==> config.mk <==
export PLATFORM = sky130hd
export DESIGN_NAME = mul_unit
export DESIGN_NICKNAME = d
export VERILOG_FILES = /design/src/rtl/mul_unit.sv
export SDC_FILE = /design/constraint.sdc
export NUM_CORES = 1
export LEC_CHECK = 0
export ABC_AREA = 1
export CAP_MARGIN = 20
export CORE_ASPECT_RATIO = 0.5
export CORE_UTILIZATION = 35
export CTS_CLUSTER_SIZE = 28
export DETAILED_ROUTE_END_ITERATION = 12
export GPL_ROUTABILITY_DRIVEN = 0
export PLACE_DENSITY = 0.55
export REMOVE_ABC_BUFFERS = 1
export SETUP_SLACK_MARGIN = 0.1
export SLEW_MARGIN = 20
export SYNTH_ARGS = -nofsm -noshare
export SYNTH_HDL_FRONTEND = slang
export SYNTH_SLANG_ARGS = --single-unit
==> constraint.sdc <==
create_clock -name clk -period 5.4 [get_ports clk]
set_clock_uncertainty 0.05 [all_clocks]
set_input_delay 1.08 -clock clk [delete_from_list [all_inputs] [get_ports clk]]
set_output_delay 1.08 -clock clk [all_outputs]
set_load 0.005 [all_outputs]
==> src/rtl/mul_unit.sv <==
// ============================================================================
// mul_unit -- iterative shift-add N x N multiplier (MUL / UMULH / SMULH)
//             delivering its result as a one-cycle register-file write.
// Revision: 1.0
// ============================================================================
`default_nettype none

module mul_unit #(
  parameter int N = 64
) (
  input  logic         clk,
  input  logic         reset_n,
  input  logic         start,
  input  logic [1:0]   op,
  input  logic [N-1:0] a,
  input  logic [N-1:0] b,
  input  logic [4:0]   wa,
  output logic         busy,
  output logic         we_out,
  output logic [4:0]   wa_out,
  output logic [N-1:0] wd_out
);

  localparam int         CW        = $clog2(N);
  localparam logic [1:0] C_OP_UMULH = 2'b01;
  localparam logic [1:0] C_OP_SMULH = 2'b10;
  localparam logic [4:0] C_XZR      = 5'd31;

  typedef enum logic [1:0] {S_IDLE, S_BUSY, S_DONE} state_t;

  state_t           r_state, w_next;
  logic [CW-1:0]    r_cnt;
  logic [1:0]       r_op;
  logic [4:0]       r_wa;
  logic             r_neg;
  logic [N-1:0]     r_mcand;
  logic [N-1:0]     r_hi;
  logic [N-1:0]     r_lo;
  logic             r_we;
  logic [4:0]       r_wa_out;
  logic [N-1:0]     r_wd;

  logic             w_smulh;
  logic [N-1:0]     w_abs_a;
  logic [N-1:0]     w_abs_b;
  logic [N:0]       w_sum;
  logic [2*N-1:0]   w_raw;
  logic [2*N-1:0]   w_prod;
  logic [N-1:0]     w_result;
  logic             w_last;

  assign w_smulh = (op == C_OP_SMULH);
  assign w_abs_a = a[N-1] ? ('0 - a) : a;
  assign w_abs_b = b[N-1] ? ('0 - b) : b;

  // Conditional add of the multiplicand keeps its carry so the shift below
  // brings it into acc_hi's MSB.
  assign w_sum    = {1'b0, r_hi} + (r_lo[0] ? {1'b0, r_mcand} : '0);
  assign w_raw    = {r_hi, r_lo};
  assign w_prod   = r_neg ? ('0 - w_raw) : w_raw;
  assign w_result = ((r_op == C_OP_UMULH) || (r_op == C_OP_SMULH)) ?
                    w_prod[2*N-1:N] : w_prod[N-1:0];
  assign w_last   = (r_cnt == CW'(N-1));

  always_ff @(posedge clk or negedge reset_n) begin
    if (!reset_n) r_state <= S_IDLE;
    else          r_state <= w_next;
  end

  always_comb begin
    w_next = r_state;
    case (r_state)
      S_IDLE:  if (start) w_next = S_BUSY;
      S_BUSY:  if (w_last) w_next = S_DONE;
      S_DONE:  w_next = S_IDLE;
      default: w_next = S_IDLE;
    endcase
  end

  always_ff @(posedge clk or negedge reset_n) begin
    if (!reset_n) begin
      r_cnt    <= '0;
      r_op     <= '0;
      r_wa     <= '0;
      r_neg    <= 1'b0;
      r_mcand  <= '0;
      r_hi     <= '0;
      r_lo     <= '0;
      r_we     <= 1'b0;
      r_wa_out <= '0;
      r_wd     <= '0;
    end else begin
      r_we <= 1'b0;
      case (r_state)
        S_IDLE: begin
          if (start) begin
            r_op    <= op;
            r_wa    <= wa;
            r_neg   <= w_smulh & (a[N-1] ^ b[N-1]);
            r_mcand <= w_smulh ? w_abs_a : a;
            r_hi    <= '0;
            r_lo    <= w_smulh ? w_abs_b : b;
            r_cnt   <= '0;
          end
        end
        S_BUSY: begin
          r_hi  <= w_sum[N:1];
          r_lo  <= {w_sum[0], r_lo[N-1:1]};
          r_cnt <= r_cnt + 1'b1;
        end
        S_DONE: begin
          r_wd     <= w_result;
          r_wa_out <= r_wa;
          r_we     <= (r_wa != C_XZR);
        end
        default: ;
      endcase
    end
  end

  assign busy   = (r_state != S_IDLE);
  assign we_out = r_we;
  assign wa_out = r_wa_out;
  assign wd_out = r_wd;

endmodule

`default_nettype wire
==> impl_metrics.yaml, run 1 <==
grt:
  grt_pass1_vias: 27180
  antenna_found_initial: 1
  grt_max_degree: 104
  overflow: 0
  grt_pass1_wl_um: 165800
  grt_usage: 0.2925
setup_path:
  critPathArrivalTime_ns: 3.93
  r2r_slack_ns: 1.88
  r2r_cells: 13
  worstPathMaxFanout: 36
  worstSetupEndpointType: "flip-flop"
  cp_slowest_cell: "dfrtp_2"
  critical_path.top_delay_family: "simple AND/OR/NAND/NOR gates"
  cp.required_ns: 5.81
  cp_cell_sequence: "nand2_1 > inv_1 > ha_1 > nand3_1 > nand3_1 > nand2_1 > nand2_1 > nand2_1 > nand3_1 > nand2_1 > nand2_1 > o21ai_0 > o21ai_0"
  max_stage_delay_ns: 0.86
  cp_num_buf_inv: 1
  path_class: "flip-flop to flip-flop"
  crit_cells: 13
  cpMostUsedCell: "nand2_1"
  startpoint_type: "flip-flop"
detailed_routing:
  drt-total-wl_um: 110300
  drt_first_pass_iters: 6
  vias_per_cell: 5.446
  wl_per_cell_um: 20.31
  detail-route-antenna-nets: 0
  drtIter0Drc: 3330
  remaining_drc_errors: 0
  vias: 29560
floorplanning:
  rows: 69
  dieWidth_um: 383.8
  die_h_um: 192.9
  die_area_sq_mm: 0.07405
  coreArea_sq_mm: 0.07157
  io_pins: 209
  start_util: 0.3565
clocking:
  cts_tree: "done"
  numCtsBuffers: 30
  cts_setup_buffers: 0
  clock_path_buffers: 3
  worstSkewPairLatency_ns: 0.62
  h-tree-depth: 1
  ctsRootBufferMaster: "clkbuf_16"
  clock_sinks: 278
  cts_resized: 0
  cts.clk_slew.worst_paths_ns: 0.06
  cts_hold_buffers: 0
sta:
  fin_crit_sh: 0.6522
  hold_violations: 0
  setup_tns_ns: 0
  timing.hold.ws_ns: 0.3824
  rsz0062_at_grt: "no"
  fmax_ghz: 0.2839
  worst_slew_pin_slew_ns: 1.120
  setup_viol: 0
  relSlewSlack: 0.2535
  finalWorstPathRequiredPeriod_ns: 3.522
  maxSlewViolCount: 0
worst_hold_path:
  hp-class: "primary input to asynchronous set/reset pin"
yosys:
  synth_seq_cells: 278
  synthCells: 4305
  ys_async_sr_fraction: 1.000
  ys.flop_type: "dfrtp_1"
  yosysSeqAreaShare: 0.2727
  synth_edf_count: 0
  syn_area_sq_mm: 0.02551
  ys_types: 54
  synth.avg_cell_area_sq_um: 5.927
  yosysWarnings: 0
layout:
  nNetsFinal: 4656
  drive_above_1_share: 0.03669
  design_area_sq_mm: 0.02955
  utilization: 0.4129
  syn_to_final_growth_pct: 15.82
  n_antenna_cell: 0
place:
  dpl.hpwl_um: 88340
  postPlaceCellArea_sq_mm: 0.02853
  numPortBuffers: 208
job:
  drv_cap: 0
pwr:
  p_leak_nw: 14.43
  powerDensity_mw_per_mm2: 462.0
  peakVddDrop_mv: 0.2730
run_status:
  status: "finished clean"
==> cell type report <==
| class | count | area [sq um] |
|---|---|---|
| clock buffer | 42 | 875.8 |
| clock inverter | 11 | 150.1 |
| fill | 7806 | 42020 |
| inverter | 572 | 2148 |
| multi-input combinational | 3339 | 15960 |
| sequential | 278 | 6962 |
| tap | 958 | 1199 |
| timing repair buffer | 228 | 2262 |
==> cell usage in the layout (no fill, tap or decap), types with 30 or more instances in the layout <==
cell type,count
a21oi_1,185
nand2_1,1282
inv_1,566
ha_1,68
nor2_1,597
clkbuf_16,30
xor2_1,61
dfrtp_1,276
o21ai_0,267
a22oi_1,55
clkdlybuf4s50_1,207
nand4_1,95
nand3_1,453
==> logic make-up after synthesis <==
kind of cell               count (synthesis)  share of synthesized area
and+or+nand+nor                         2572                     0.4287
buffers and inverters                    688                     0.1031
adders and majority gates                 69                    0.03413
DFF                                      278                     0.2727
xor gates and xnor gates                  73                    0.02506
AOI/OAI and AO/OA                        625                     0.1363
==> sequential cells by signal, summed over array words and instances, names as in the netlist <==
register / flops
r_cnt: 6
r_hi: 64
r_lo: 64
r_mcand: 64
r_neg: 1
r_op: 2
r_state: 2
r_wa: 5
wa_out: 5
wd_out: 64
we_out: 1
==> report_power, final <==
part           leakage (nW)  total, mW  internal, mW  switching [mW]
Sequential             3.37       4.05          2.72            1.33
Clock                 0.502       2.23          1.27           0.958
Combinational          10.6       7.37          2.28            5.09
==> through the flow <==
step | setup slack (ns) | instances | power (mW)
after detailed placement | 1.750 | 5375 | 11.13
after global routing | 1.615 | 5428 | 14.54
after floorplan | -1.495 | 4189 | 8.254
after global placement | 1.716 | 5375 | 11.06
final | 1.878 | 5428 | 13.65
after CTS | 1.938 | 5428 | 13.40
==> worst paths after layout <==
path | startpoint | to
setup / recovery | r_lo[0]$_DFFE_PN0P_ | r_hi[30]$_DFFE_PN0P_
hold / removal | reset_n | r_mcand[29]$_DFFE_PN0P_
setup reg to reg | r_lo[0]$_DFFE_PN0P_ | r_hi[30]$_DFFE_PN0P_
hold reg to reg | wa_out[3]$_DFFE_PN0P_ | wa_out[3]$_DFFE_PN0P_
max in group asynchronous | reset_n | r_lo[0]$_DFFE_PN0P_
min in group clk | wa_out[3]$_DFFE_PN0P_ | wa_out[3]$_DFFE_PN0P_
==> layer usage <==
metal	part of all wire	GRT usage	up-vias
li1	-	-	14230
met1	0.46	0.4253	13810
met2	0.41	0.4432	1284
met3	0.087	0.03861	227
met4	0.038	0.09853	2
met5	0.00012	0	-
==> cells in the mapped netlist (4+ instances only) <==
| cell type | n | share of area |
|---|---|---|
| nand4_1 | 95 | 0.023 |
| nand2_1 | 1283 | 0.19 |
| nand2_2 | 21 | 0.0051 |
| a31oi_1 | 29 | 0.0071 |
| buf_1 | 16 | 0.0024 |
| o21ai_0 | 267 | 0.052 |
| o211ai_1 | 4 | 0.0012 |
| nor2_1 | 598 | 0.088 |
| buf_4 | 4 | 0.0012 |
| nand3b_1 | 14 | 0.0041 |
| a22oi_1 | 55 | 0.016 |
| dfrtp_1 | 278 | 0.27 |
| ha_1 | 68 | 0.033 |
| nand3_2 | 4 | 0.0016 |
| o31ai_1 | 5 | 0.0015 |
| a21oi_1 | 185 | 0.036 |
| a21oi_2 | 6 | 0.0021 |
| and2_1 | 6 | 0.0015 |
| o221ai_1 | 4 | 0.0014 |
| nor2_2 | 13 | 0.0032 |
| nor3_1 | 29 | 0.0057 |
| nor4_1 | 17 | 0.0042 |
| buf_2 | 20 | 0.0039 |
| xor2_1 | 61 | 0.021 |
| o21ai_1 | 23 | 0.0045 |
| inv_1 | 568 | 0.084 |
| nor2_4 | 10 | 0.0044 |
| nand3_1 | 453 | 0.089 |
| xnor2_1 | 12 | 0.0041 |
| clkbuf_1 | 75 | 0.011 |
| or2_2 | 11 | 0.0027 |
| o21ai_2 | 7 | 0.0024 |
| o21bai_1 | 15 | 0.0044 |
| nand2_4 | 5 | 0.0022 |
| o22ai_1 | 14 | 0.0034 |
No activity file was read; power rests on OpenSTA's default activity.
==> inputs of run 2 (changes only) <==
Clock period 5.4 ns to 3.52 ns, I/O delays scaled along.
==> run 2 against run 1 <==
Flip-flop and latch count unchanged. Via count is 1.7% higher. Wire length rose by 1.9%. Count of clock-buffer cells in the layout grew 1. Largest cell class unchanged. Largest power group unchanged.
==> impl_metrics.yaml, run 2 (synthesized netlist as in run 1, its figures left out) <==
run_status:
  status: "finished clean"
layout:
  drive_above_1_share: 0.04181
  design_area_sq_mm: 0.02983
  nNetsFinal: 4678
  fin_cells: 5454
  final_common_cell: "nand2_1"
  utilization: 0.4169
  layout_common_cells: "1282 x nand2_1, 597 x nor2_1, 566 x inv_1"
  n_antenna_cell: 0
  syn_to_final_growth_pct: 16.93
place:
  postPlaceCellArea_sq_mm: 0.02881
  pre_cts_ws_ns: 0.03317
  numPortBuffers: 208
  dpl.hpwl_um: 90170
  placed_cells: 5396
sta:
  setup_tns_ns: 0
  worst_slew_pin_slew_ns: 0.9443
  hold_violations: 0
  setup_viol: 0
  final.setup.worst_slack_ns: 0.3610
  timing.hold.ws_ns: 0.06610
  fmax_ghz: 0.3166
  maxSlewViolCount: 0
  finalWorstPathRequiredPeriod_ns: 3.159
  fin_crit_sh: 0.8974
  rsz0062_at_grt: "no"
  relSlewSlack: 0.3704
setup_path:
  cp_num_buf_inv: 3
  rr_endpoint: "r_hi[28]$_DFFE_PN0P_"
  cpMostUsedCell: "nand2_1"
  critPathArrivalTime_ns: 3.56
  cp_slowest_cell: "dfrtp_4"
  startpoint_type: "flip-flop"
  r2r_cells: 15
  path_class: "flip-flop to flip-flop"
  cp_cell_sequence: "buf_4 > nand2_1 > inv_1 > ha_1 > nand2_1 > nor2_1 > inv_1 > nor2_1 > nor2_1 > nand2_1 > nand2_1 > nand2_1 > a21oi_1 > o21ai_0 > o21ai_0"
  critical_path.top_delay_family: "simple AND/OR/NAND/NOR gates"
  max_stage_delay_ns: 0.62
  timing.rr.start: "r_lo[0]$_DFFE_PN0P_"
  startpoint: "r_lo[0]$_DFFE_PN0P_"
  cp.required_ns: 3.92
  worstSetupEndpointType: "flip-flop"
  worstPathMaxFanout: 23
  crit_cells: 15
  r2r_slack_ns: 0.36
floorplanning:
  start_util: 0.3565
  die_area_sq_mm: 0.07405
  dieWidth_um: 383.8
  coreArea_sq_mm: 0.07157
  rows: 69
  die_h_um: 192.9
  io_pins: 209
grt:
  antenna_found_initial: 2
  use_met1: 0.4337
  grt_pass1_vias: 27850
  overflow: 0
  busiest_layer: "met2"
  grt_pass1_wl_um: 168700
  grt_usage: 0.2975
  grt_max_degree: 131
  met2_usage: 0.4511
  grt_util_met3: 0.03511
clocking:
  cts.clk_slew.worst_paths_ns: 0.06
  h-tree-depth: 1
  cts_tree: "done"
  clock_path_buffers: 3
  cts_setup_buffers: 0
  cts_resized: 0
  worstSkewPairLatency_ns: 0.63
  cts_hold_buffers: 0
  numCtsBuffers: 31
  clock_sinks: 278
  ctsRootBufferMaster: "clkbuf_16"
pwr:
  combPwrFrac: 0.546
  powerDensity_mw_per_mm2: 708.6
  power_mw: 21.14
  swShare: 0.5421
  power_frac_clock: 0.159
  p_sw_mw: 11.46
  p_int_mw: 9.682
  peakVddDrop_mv: 0.4324
  seqPwrFrac: 0.294
  p_leak_nw: 14.57
detailed_routing:
  drtIter0Drc: 3692
  detail-route-antenna-nets: 0
  vias_per_cell: 5.513
  vias: 30070
  remaining_drc_errors: 0
  drt_first_pass_iters: 7
  drt-total-wl_um: 112300
  wl_per_cell_um: 20.60
job:
  drv_cap: 0
worst_hold_path:
  hp-class: "primary input to asynchronous set/reset pin"
[run 2: cell count changes in the layout (fill, tap and decap cells not counted)]
cell	before	now
buf_4	18	29
buf_12	2	12
clkinv_2	5	8
clkbuf_1	4	6
clkbuf_8	8	6
clkinvlp_4	2	4
bufinv_16	3	2
clkbuf_16	30	31
clkinv_4	0	1
clkinv_8	1	0
dfrtp_2	1	0
dfrtp_4	1	2
[run 2: how the worst max path moves through the flow]
stage | end | slack [ns]
floorplan | r_lo[40]$_DFFE_PN0P_ | -3.00
detailed placement | r_mcand[63]$_DFFE_PN0P_ | 0.03
finish | r_hi[28]$_DFFE_PN0P_ | 0.36
CTS | r_hi[28]$_DFFE_PN0P_ | 0.42
global placement | r_mcand[63]$_DFFE_PN0P_ | -0.02
global route | r_hi[28]$_DFFE_PN0P_ | 0.21
[run 2: power by group through the flow]
stage / Sequential, mW / Clock (mW) / Combinational (mW)
2_1_floorplan: 5.15 / 0 / 7.51
3_3_place_gp: 6.12 / 0 / 11.1
3_5_place_dp: 6.12 / 0 / 11.2
4_1_cts: 6.07 / 3.42 / 11.2
5_1_grt: 6.24 / 3.55 / 12.7
6_report: 6.22 / 3.37 / 11.5
[run 2: routing by layer]
layer  vias up  routed length, um
met5         -                 14
met1     14130              51600
met4         2               4336
li1      14290                  -
met2      1411              46820
met3       236               9579
[run 2: area by class of cell]
class                           count  area [sq um]
Sequential cell                   278          6964
Timing Repair Buffer              249          2545
Tap cell                          958          1199
Fill cell                        7748         41740
Clock inverter                     15         142.6
Clock buffer                       43         880.8
Inverter                          572          2148
Multi-Input combinational cell   3339         15960
